`src/rtl/tdm_demux_pkg.sv`:
```
// Shared types and default sizing for the TDM receive demultiplexer.
// The demux holds this package's defaults unless its parameters override them.
package tdm_pkg;

  typedef enum logic [0:0] {
    IDLE = 1'b0,
    RECV = 1'b1
  } state_t;

  localparam int NCH_DEF = 4;
  localparam int W_DEF   = 8;

  // A counter for a range of one value still needs one bit.
  function automatic int clog2_min1(input int n);
    return (n <= 1) ? 1 : $clog2(n);
  endfunction

  localparam int CNT_W = clog2_min1(W_DEF);

endpackage

```
`src/rtl/tdm_demux_chan_shift.sv`:
```
// One channel's MSB-first shift register, with a clear used to discard partial frames.
// nxt exposes the post-shift value so the frame can be captured on the edge that shifts in the last bit.
module chan_shift
  import tdm_pkg::*;
#(
  parameter int W = W_DEF
) (
  input  logic         clk,
  input  logic         resetn,
  input  logic         clr,
  input  logic         en,
  input  logic         d,
  output logic [W-1:0] q,
  output logic [W-1:0] nxt
);

  assign nxt = {q[W-2:0], d};

  // Clear with enable seeds a new frame: the register restarts holding only this bit.
  always_ff @(posedge clk or negedge resetn) begin
    if (!resetn) begin
      q <= {W{1'b0}};
    end else if (clr) begin
      q <= en ? {{(W-1){1'b0}}, d} : {W{1'b0}};
    end else if (en) begin
      q <= nxt;
    end else begin
      q <= q;
    end
  end

endmodule

```
`src/rtl/tdm_demux.sv`:
```
// Receive-side TDM demultiplexer: steers a framed serial stream into NCH channel
// registers and presents each complete frame in parallel with a one-cycle valid pulse.
module tdm_demux
  import tdm_pkg::*;
#(
  parameter int NCH = NCH_DEF,
  parameter int W   = W_DEF
) (
  input  logic                   clk,
  input  logic                   resetn,
  input  logic                   bit_en,
  input  logic                   ser_in,
  input  logic                   sync_in,
  output logic [NCH*W-1:0]       par_out,
  output logic                   frame_valid,
  output logic                   frame_err,
  output logic [$clog2(NCH)-1:0] chan_sel
);

  localparam int BIT_W = clog2_min1(W);
  localparam int CH_W  = clog2_min1(NCH);
  localparam logic [BIT_W-1:0] BIT_LAST = BIT_W'(W - 1);
  localparam logic [CH_W-1:0]  CH_LAST  = CH_W'(NCH - 1);

  state_t            state_r;
  logic [BIT_W-1:0]  bit_cnt_r;
  logic [CH_W-1:0]   ch_cnt_r;
  logic              start_s;
  logic              advance_s;
  logic [CH_W-1:0]   tgt_ch_s;
  logic [NCH-1:0]    en_s;
  logic [W-1:0]      sh_q   [NCH];
  logic [W-1:0]      sh_nxt [NCH];
  logic [NCH*W-1:0]  frame_s;

  // A sync bit always starts a frame; ordinary bits only count while receiving.
  always_comb begin
    start_s   = bit_en & sync_in;
    advance_s = bit_en & ~sync_in & (state_r == RECV);
    if (start_s) begin
      tgt_ch_s = {CH_W{1'b0}};
    end else begin
      tgt_ch_s = ch_cnt_r;
    end
  end

  for (genvar i = 0; i < NCH; i++) begin : g_chan
    assign en_s[i] = (start_s | advance_s) & (tgt_ch_s == CH_W'(i));
    // Only the channel taking the current bit differs from its stored value.
    assign frame_s[W*i +: W] = en_s[i] ? sh_nxt[i] : sh_q[i];

    chan_shift #(.W(W)) u_chan (
      .clk    (clk),
      .resetn (resetn),
      .clr    (start_s),
      .en     (en_s[i]),
      .d      (ser_in),
      .q      (sh_q[i]),
      .nxt    (sh_nxt[i])
    );
  end

  // Frame FSM, bit/channel counters, frame capture and pulse outputs.
  always_ff @(posedge clk or negedge resetn) begin
    if (!resetn) begin
      state_r     <= IDLE;
      bit_cnt_r   <= {BIT_W{1'b0}};
      ch_cnt_r    <= {CH_W{1'b0}};
      par_out     <= {(NCH*W){1'b0}};
      frame_valid <= 1'b0;
      frame_err   <= 1'b0;
    end else begin
      frame_valid <= 1'b0;
      frame_err   <= 1'b0;
      if (start_s) begin
        frame_err <= (state_r == RECV);
        state_r   <= RECV;
        bit_cnt_r <= BIT_W'(1);
        ch_cnt_r  <= {CH_W{1'b0}};
      end else if (advance_s) begin
        if (bit_cnt_r == BIT_LAST) begin
          bit_cnt_r <= {BIT_W{1'b0}};
          if (ch_cnt_r == CH_LAST) begin
            ch_cnt_r    <= {CH_W{1'b0}};
            par_out     <= frame_s;
            frame_valid <= 1'b1;
            state_r     <= IDLE;
          end else begin
            ch_cnt_r <= ch_cnt_r + CH_W'(1);
          end
        end else begin
          bit_cnt_r <= bit_cnt_r + BIT_W'(1);
        end
      end else begin
        state_r <= state_r;
      end
    end
  end

  assign chan_sel = ch_cnt_r;

endmodule
```
`config.mk`:
```
export PLATFORM = sky130hd
export DESIGN_NAME = tdm_demux
export DESIGN_NICKNAME = d
export VERILOG_FILES = /design/src/rtl/tdm_demux_pkg.sv /design/src/rtl/tdm_demux_chan_shift.sv /design/src/rtl/tdm_demux.sv
export SDC_FILE = /design/constraint.sdc
export NUM_CORES = 1
export LEC_CHECK = 0
export BUFFER_PORTS_ARGS = -buffer_cell sky130_fd_sc_hd__buf_2
export CORE_AREA = 2 2 99 101
export CTS_BUF_LIST = sky130_fd_sc_hd__clkbuf_8
export DETAILED_ROUTE_END_ITERATION = 16
export DIE_AREA = 0 0 101 103
export GPL_TIMING_DRIVEN = 0
export HOLD_SLACK_MARGIN = 0.12
export SETUP_SLACK_MARGIN = 0.3
export SKIP_LAST_GASP = 1
export SYNTH_ARGS = -nofsm -noshare
export SYNTH_HDL_FRONTEND = slang
export SYNTH_HIERARCHICAL = 1
export SYNTH_SLANG_ARGS = --single-unit
export TNS_END_PERCENT = 5
```
`constraint.sdc`:
```
create_clock -name clk -period 4.02 [get_ports clk]
set_clock_uncertainty 0.1 [all_clocks]
set_input_delay 0.804 -clock clk [delete_from_list [all_inputs] [get_ports clk]]
set_output_delay 0.804 -clock clk [all_outputs]
set_load 0.005 [all_outputs]
```
* Word level (Yosys, flattened, before mapping)
Index checks and enable logic that the tools add are counted.
** Storage, ports and cells
- Input bits :: 5
- Logic and storage cells :: 63
- Flip-flop bits (word level) :: 72
** Cells by class
- Equality and inequality tests :: 5
- Reduce and logical (&&, ||, !) cells :: 7
- Mux-type cells :: 29
- Bitwise gates (word level) :: 10
- Add/subtract/negate cells :: 2
** Operators by type and width (count)
- 8-bit two-way mux :: 8
- 1-bit two-way mux :: 13
- 2-bit two-way mux :: 5
- 3-bit two-way mux :: 3
- 1-bit bitwise AND :: 7
- 2-bit equality test, second input constant :: 3
- 2-bit nonzero test :: 3
- 4-bit AND reduction :: 1
- 3-bit by 1-bit adder with 3-bit output, second input constant :: 1
- 3-bit equality test, second input constant :: 1
- 3-bit AND reduction :: 1
- 2-bit by 1-bit adder with 2-bit output, second input constant :: 1
- 2-bit by 1-bit equality test with 1-bit output, second input constant :: 1
- 2-bit logical NOT :: 1
- 1-bit NOT :: 2
- 2-bit AND reduction :: 1
- 1-bit OR :: 1

* Longest topological paths before layout
- Word-level depth :: 7
- Gate-level depth with buffers :: 8
- Depth with buffers taken out :: 6

* Cells and area by module
The synthesis kept the hierarchy.
** Modules (own cells, without submodules)
- tdm_demux :: area each 2099.5 µm², cells each 224, sequential area each 1001.0 µm², instances 1
- chan_shift :: area each 391.6 µm², cells each 35, sequential area each 200.2 µm², instances 4

* Least setup slack after synthesis
Ideal clock, no wire load.
- Path kind :: input-to-reg
- From :: input port sync_in
- To :: register g_chan[1].u_chan.q[1]
- Path buffers :: 2
- Slack :: 2054 ps
- Cell stages on the path :: 6
- Arrival time :: 1746 ps
- Path through :: nand4b_2 -> clkbuf_1 -> nor2_1 -> buf_6 -> mux2i_1 -> nor2_1
** On the way
- Cells in the longest elaborated chain, start to end :: 7
- Elaborated cells on any way between the ends :: 10
- Those cells by class :: eq/ne (1); mux (3); bitwise (6)
** Ends and longest elaborated chain
- start: declaration :: RTL line tdm_demux.sv:13 : input logic sync_in,
- 1-bit NOT :: RTL line tdm_demux.sv:39 : advance_s = bit_en & ~sync_in & (state_r == RECV);
- 1-bit bitwise AND (2 in a row) :: RTL line tdm_demux.sv:39
- 1-bit OR :: RTL line tdm_demux.sv:48 : assign en_s[i] = (start_s | advance_s) & (tgt_ch_s == CH_W'(i));
- 1-bit bitwise AND (*) :: RTL line tdm_demux.sv:48
- via en_s[1] :: RTL line tdm_demux.sv:31 : logic [NCH-1:0] en_s;
- 8-bit two-way mux (*)
- 8-bit two-way mux (*) :: RTL line tdm_demux_chan_shift.sv:23 : end else if (clr) begin
- end signal: assignment :: RTL line tdm_demux_chan_shift.sv:22 : q <= {W{1'b0}};
- end signal: assignment :: RTL line tdm_demux_chan_shift.sv:24 : q <= en ? {{(W-1){1'b0}}, d} : {W{1'b0}};
- end signal: assignment :: RTL line tdm_demux_chan_shift.sv:26 : q <= nxt;
- end: declaration :: RTL line tdm_demux_chan_shift.sv:13 : output logic [W-1:0] q,
Mark *: on every way through the listed nets, which the timed path passes. The rest lies on a longest branch.
A chain may end at the register's enable or synchronous reset.

* Final worst setup path
- From :: input port sync_in
- To :: register g_chan[3].u_chan.q[4]
** On the way
- Cells in the longest elaborated chain, start to end :: 7
- Elaborated cells on any way between the ends :: 10
- Those cells by class :: eq/ne (1); mux (3); bitwise (6)
** Ends and longest elaborated chain (RTL line)
- 1-bit NOT :: tdm_demux.sv:39
- 1-bit bitwise AND (2 in a row) :: tdm_demux.sv:39
- 1-bit OR :: tdm_demux.sv:48
- 1-bit bitwise AND (*) :: tdm_demux.sv:48
- via en_s[3] :: tdm_demux.sv:31
- 8-bit two-way mux (*)
- 8-bit two-way mux (*) :: tdm_demux_chan_shift.sv:23
- end signal: assignment :: tdm_demux_chan_shift.sv:22
- end signal: assignment :: tdm_demux_chan_shift.sv:24
- end signal: assignment :: tdm_demux_chan_shift.sv:26
- end: declaration :: tdm_demux_chan_shift.sv:13
Marked as above.

==> metrics.md <==
| Metric | Value |
|---|---|
| Max clock buf depth | `2` |
| Top cell type's share of synthesized area | `49.15%` |
| Sum Neg Setup Slack | `0 ns` |
| Std-Cell Rows | `36` |
| Highest attainable clock frequency | `489.7 MHz` |
| Initial core utilization | `38.76%` |
| Via count of the routed design | `2815` |
| Nets | `424` |
| Number of antenna violations at the first check in global routing | `0` |
| Worst EP arrival | `2.18 ns` |
| Via/cell ratio | `5.262` |
| Final Cell Area | `0.004260 mm^2` |
| Antenna diode instance count | `0` |
| CP Capture Type | `flip-flop` |
| Critical path class | `in -> reg` |
| Clock-pin slew on the worst setup and hold paths | `0.09 ns` |
| Post-layout worst setup margin | `1.978 ns` |
| Detailed-route wire length per cell | `15.48 um` |
| Slew Viols, Final | `0` |
| Detailed-placement wirelength estimate | `5.728 mm` |
| Cells along the critical path | `buf_2 -> nand4b_2 -> clkbuf_1 -> nor2_1 -> buf_6 -> mux2i_1 -> nor2_1` |
| Die Footprint | `0.01040 mm^2` |
| Combined flip-flop and latch cell area | `0.001802 mm^2` |
| Total of max-cap violations | `0` |
| Most common library cell in the layout ignoring fill and taps | `dfrtp_1` |
| CTS tree | `yes` |
| Transition time at the pin with the least slew margin | `0.5073 ns` |
| Maximum level of the CTS H-tree | `3` |
| Final worst path period share | `50.80%` |
| Worst slew margin relative to its limit | `66.18%` |
| Commonest cells after routing, fill and taps aside | `72 x dfrtp_1, 45 x buf_2, 40 x a21oi_1, 39 x buf_4, 36 x mux2i_1` |
| Remaining antenna violation count after routing | `0` |
| Combined global-route utilization of all metal layers | `17.29%` |
| Mean area per synthesized cell | `10.07 um^2` |
| Number of buffers added for setup after CTS | `0` |
| Num ports | `41` |
| Final critical path time including I/O delays and setup | `2.042 ns` |
| Largest net degree at the start of global routing | `43` |
| Syn_nets | `372` |
| Worst voltage drop across the vdd grid | `0.0001792 V` |
| Number of register bits inferred by synthesis | `72` |
| Post-Route WL | `8.283 mm` |
| First-pass DRT Iterations | `5` |
| GRT Residual Overflow | `0` |
| Unrepaired setup endpoints after global routing | `no` |
| Delay of the slowest cell on the worst path | `0.33 ns` |
| Startpoint class of the critical path | `input port` |
| Number of standard cells after synthesis | `364` |
| Areal power density over the cells | `405.1 mW/mm^2` |
| Hold Vio Cnt, Final | `0` |
| Cell area after synthesis | `0.003666 mm^2` |
| Input/output buffers | `40` |
| Hold_buf cts | `0` |
| Post-route total power | `0.001726 W` |
| Async SR Flop Fraction | `100.0%` |
| Overall die height | `103 um` |
| R2R Setup Slk | `2.06 ns` |
| Top cell by count, worst path | `nor2_1` |
| TritonCTS Buffers | `9` |
| Total cell area at the placement stage | `0.004031 mm^2` |
| Sink count of the clock tree | `72` |
| Share of the yosys chip area belonging to registers | `49.15%` |
| Leakage power | `2.092 nW` |
| Required time of the critical path | `4.15 ns` |
| Max stage delay cell, worst path | `nand4b_2` |
| Distinct cells, synth | `33` |
| Yosys top cell by area | `dfrtp_1` |
| Fill cells | `931` |
| Multi-input gate area in the final layout | `0.001389 mm^2` |
| Total of endpoints with negative setup slack in the final report | `0` |
| Synthesis-to-finish area growth | `16.21%` |
| Floorplan core area | `0.009459 mm^2` |
| Path class of the lowest-slack min-delay path | `in -> async` |
| Clk Tree Root Cell | `clkbuf_8` |
| Cell types occupying the most area after synthesis | `dfrtp_1 49%, mux2i_1 9.8%, buf_4 7.8%` |
| Via count of the first global-routing pass | `2761` |
| Largest fanout of any net on the critical path | `10` |
| Final Wtd Congestion | `0.7747` |
| Clock network latency to the later pin of the worst-skew pair | `0.35 ns` |
| Run status | `finished, final reports clean` |
| Number of warnings issued by yosys | `6` |
| Fraction of final layout cells with drive strength greater than 1 | `28.74%` |
| Post-synth EDFFs | `0` |
| Die X | `101 um` |
| Worst Hold Slack | `0.2712 ns` |
| Post-Place Setup Slack | `1.609 ns` |
| DRC violations left | `0` |
| Starting DRC count in detailed routing | `144` |
| Global-route wire length before repair | `13.96 mm` |
| Ys flop type | `dfrtp_1` |
| Resize count post-CTS | `0` |
critical path: cells and delay by family:
kind,cells,cell delay [ns]
mux,1,0.19
simple gates,3,0.58
buf+inv,3,0.60
final cells by class:
cell class                      count  share of cell area [%]
Clock buffer                       10                   3.231
Buffer                             63                   10.63
Clock inverter                      6                   2.144
Inverter                            6                  0.5286
Timing Repair Buffer               41                   5.228
Multi-Input combinational cell    223                   32.60
Tap cell                          114                   3.348
Sequential cell                    72                   42.29
cell families after synthesis:
family                   after synthesis  synth area share (%)
AO/OA/AOI/OAI                        103                 15.90
adder cells (fa/ha/maj)                3                 1.024
AND/OR/NAND/NOR                       81                 11.13
multiplexers                          36                 9.829
buffers and inverters                 69                 12.97
flip-flops                            72                 49.15
registers in the layout (all words and copies together) (netlist names):
name,flops
chan_sel,2
par_out,32
frame_err,1
state_r,1
bit_cnt_r,3
g_chan.u_chan/q,32
frame_valid,1
routing by layer:
layer | track usage, % | vias up | routed length, um
met5 | 0 | - | 0
met4 | 4.366 | 0 | 51
met3 | 4.542 | 5 | 429
met2 | 28.05 | 64 | 3873
met1 | 23.24 | 1380 | 3928
li1 | - | 1366 | -
per-stage QoR:
stage / utilization (%) / std cells
after floorplan: - / 364
after detailed placement: 42.62 / 519
after CTS: 45.04 / 535
final: 45.04 / 535
after global routing: 45.04 / 535
after global placement: 42.38 / 518
cells in the mapped netlist, types with 3 or more instances:
cell type / count
nand2b_1: 5
buf_2: 6
nand3_1: 17
o22ai_1: 4
o21ai_2: 4
buf_4: 38
clkbuf_1: 6
mux2i_1: 36
buf_6: 8
o21ai_0: 25
a21oi_1: 40
ha_1: 3
nand4_1: 8
nand2_1: 8
inv_1: 4
nor2_1: 32
clkbuf_2: 5
a31oi_1: 24
dfrtp_1: 72
report_power, final:
group          total [W]  switching, W  leakage, nW  internal, W
logic           0.000280      0.000163        0.985     0.000117
clock network   0.000655      0.000286        0.117     0.000370
registers       0.000791     0.0000332        0.990     0.000758
final timing paths:
kind                                                   startpoint                           endpoint  depth (start not counted)
max in group asynchronous                                  resetn            par_out[10]$_DFFE_PN0P_                          2
worst max-delay path                                      sync_in  g_chan[3].u_chan/q[4]$_DFFE_PN0P_                          7
worst max register to register            chan_sel[0]$_DFFE_PN0P_  g_chan[3].u_chan/q[4]$_DFFE_PN0P_                          6
worst min-delay path                                       resetn            par_out[18]$_DFFE_PN0P_                          1
min in group clk                g_chan[2].u_chan/q[7]$_DFFE_PN0P_  g_chan[2].u_chan/q[7]$_DFFE_PN0P_                          2
worst min register to register  g_chan[2].u_chan/q[7]$_DFFE_PN0P_  g_chan[2].u_chan/q[7]$_DFFE_PN0P_                          2
No activity file was read; power rests on OpenSTA's default activity.
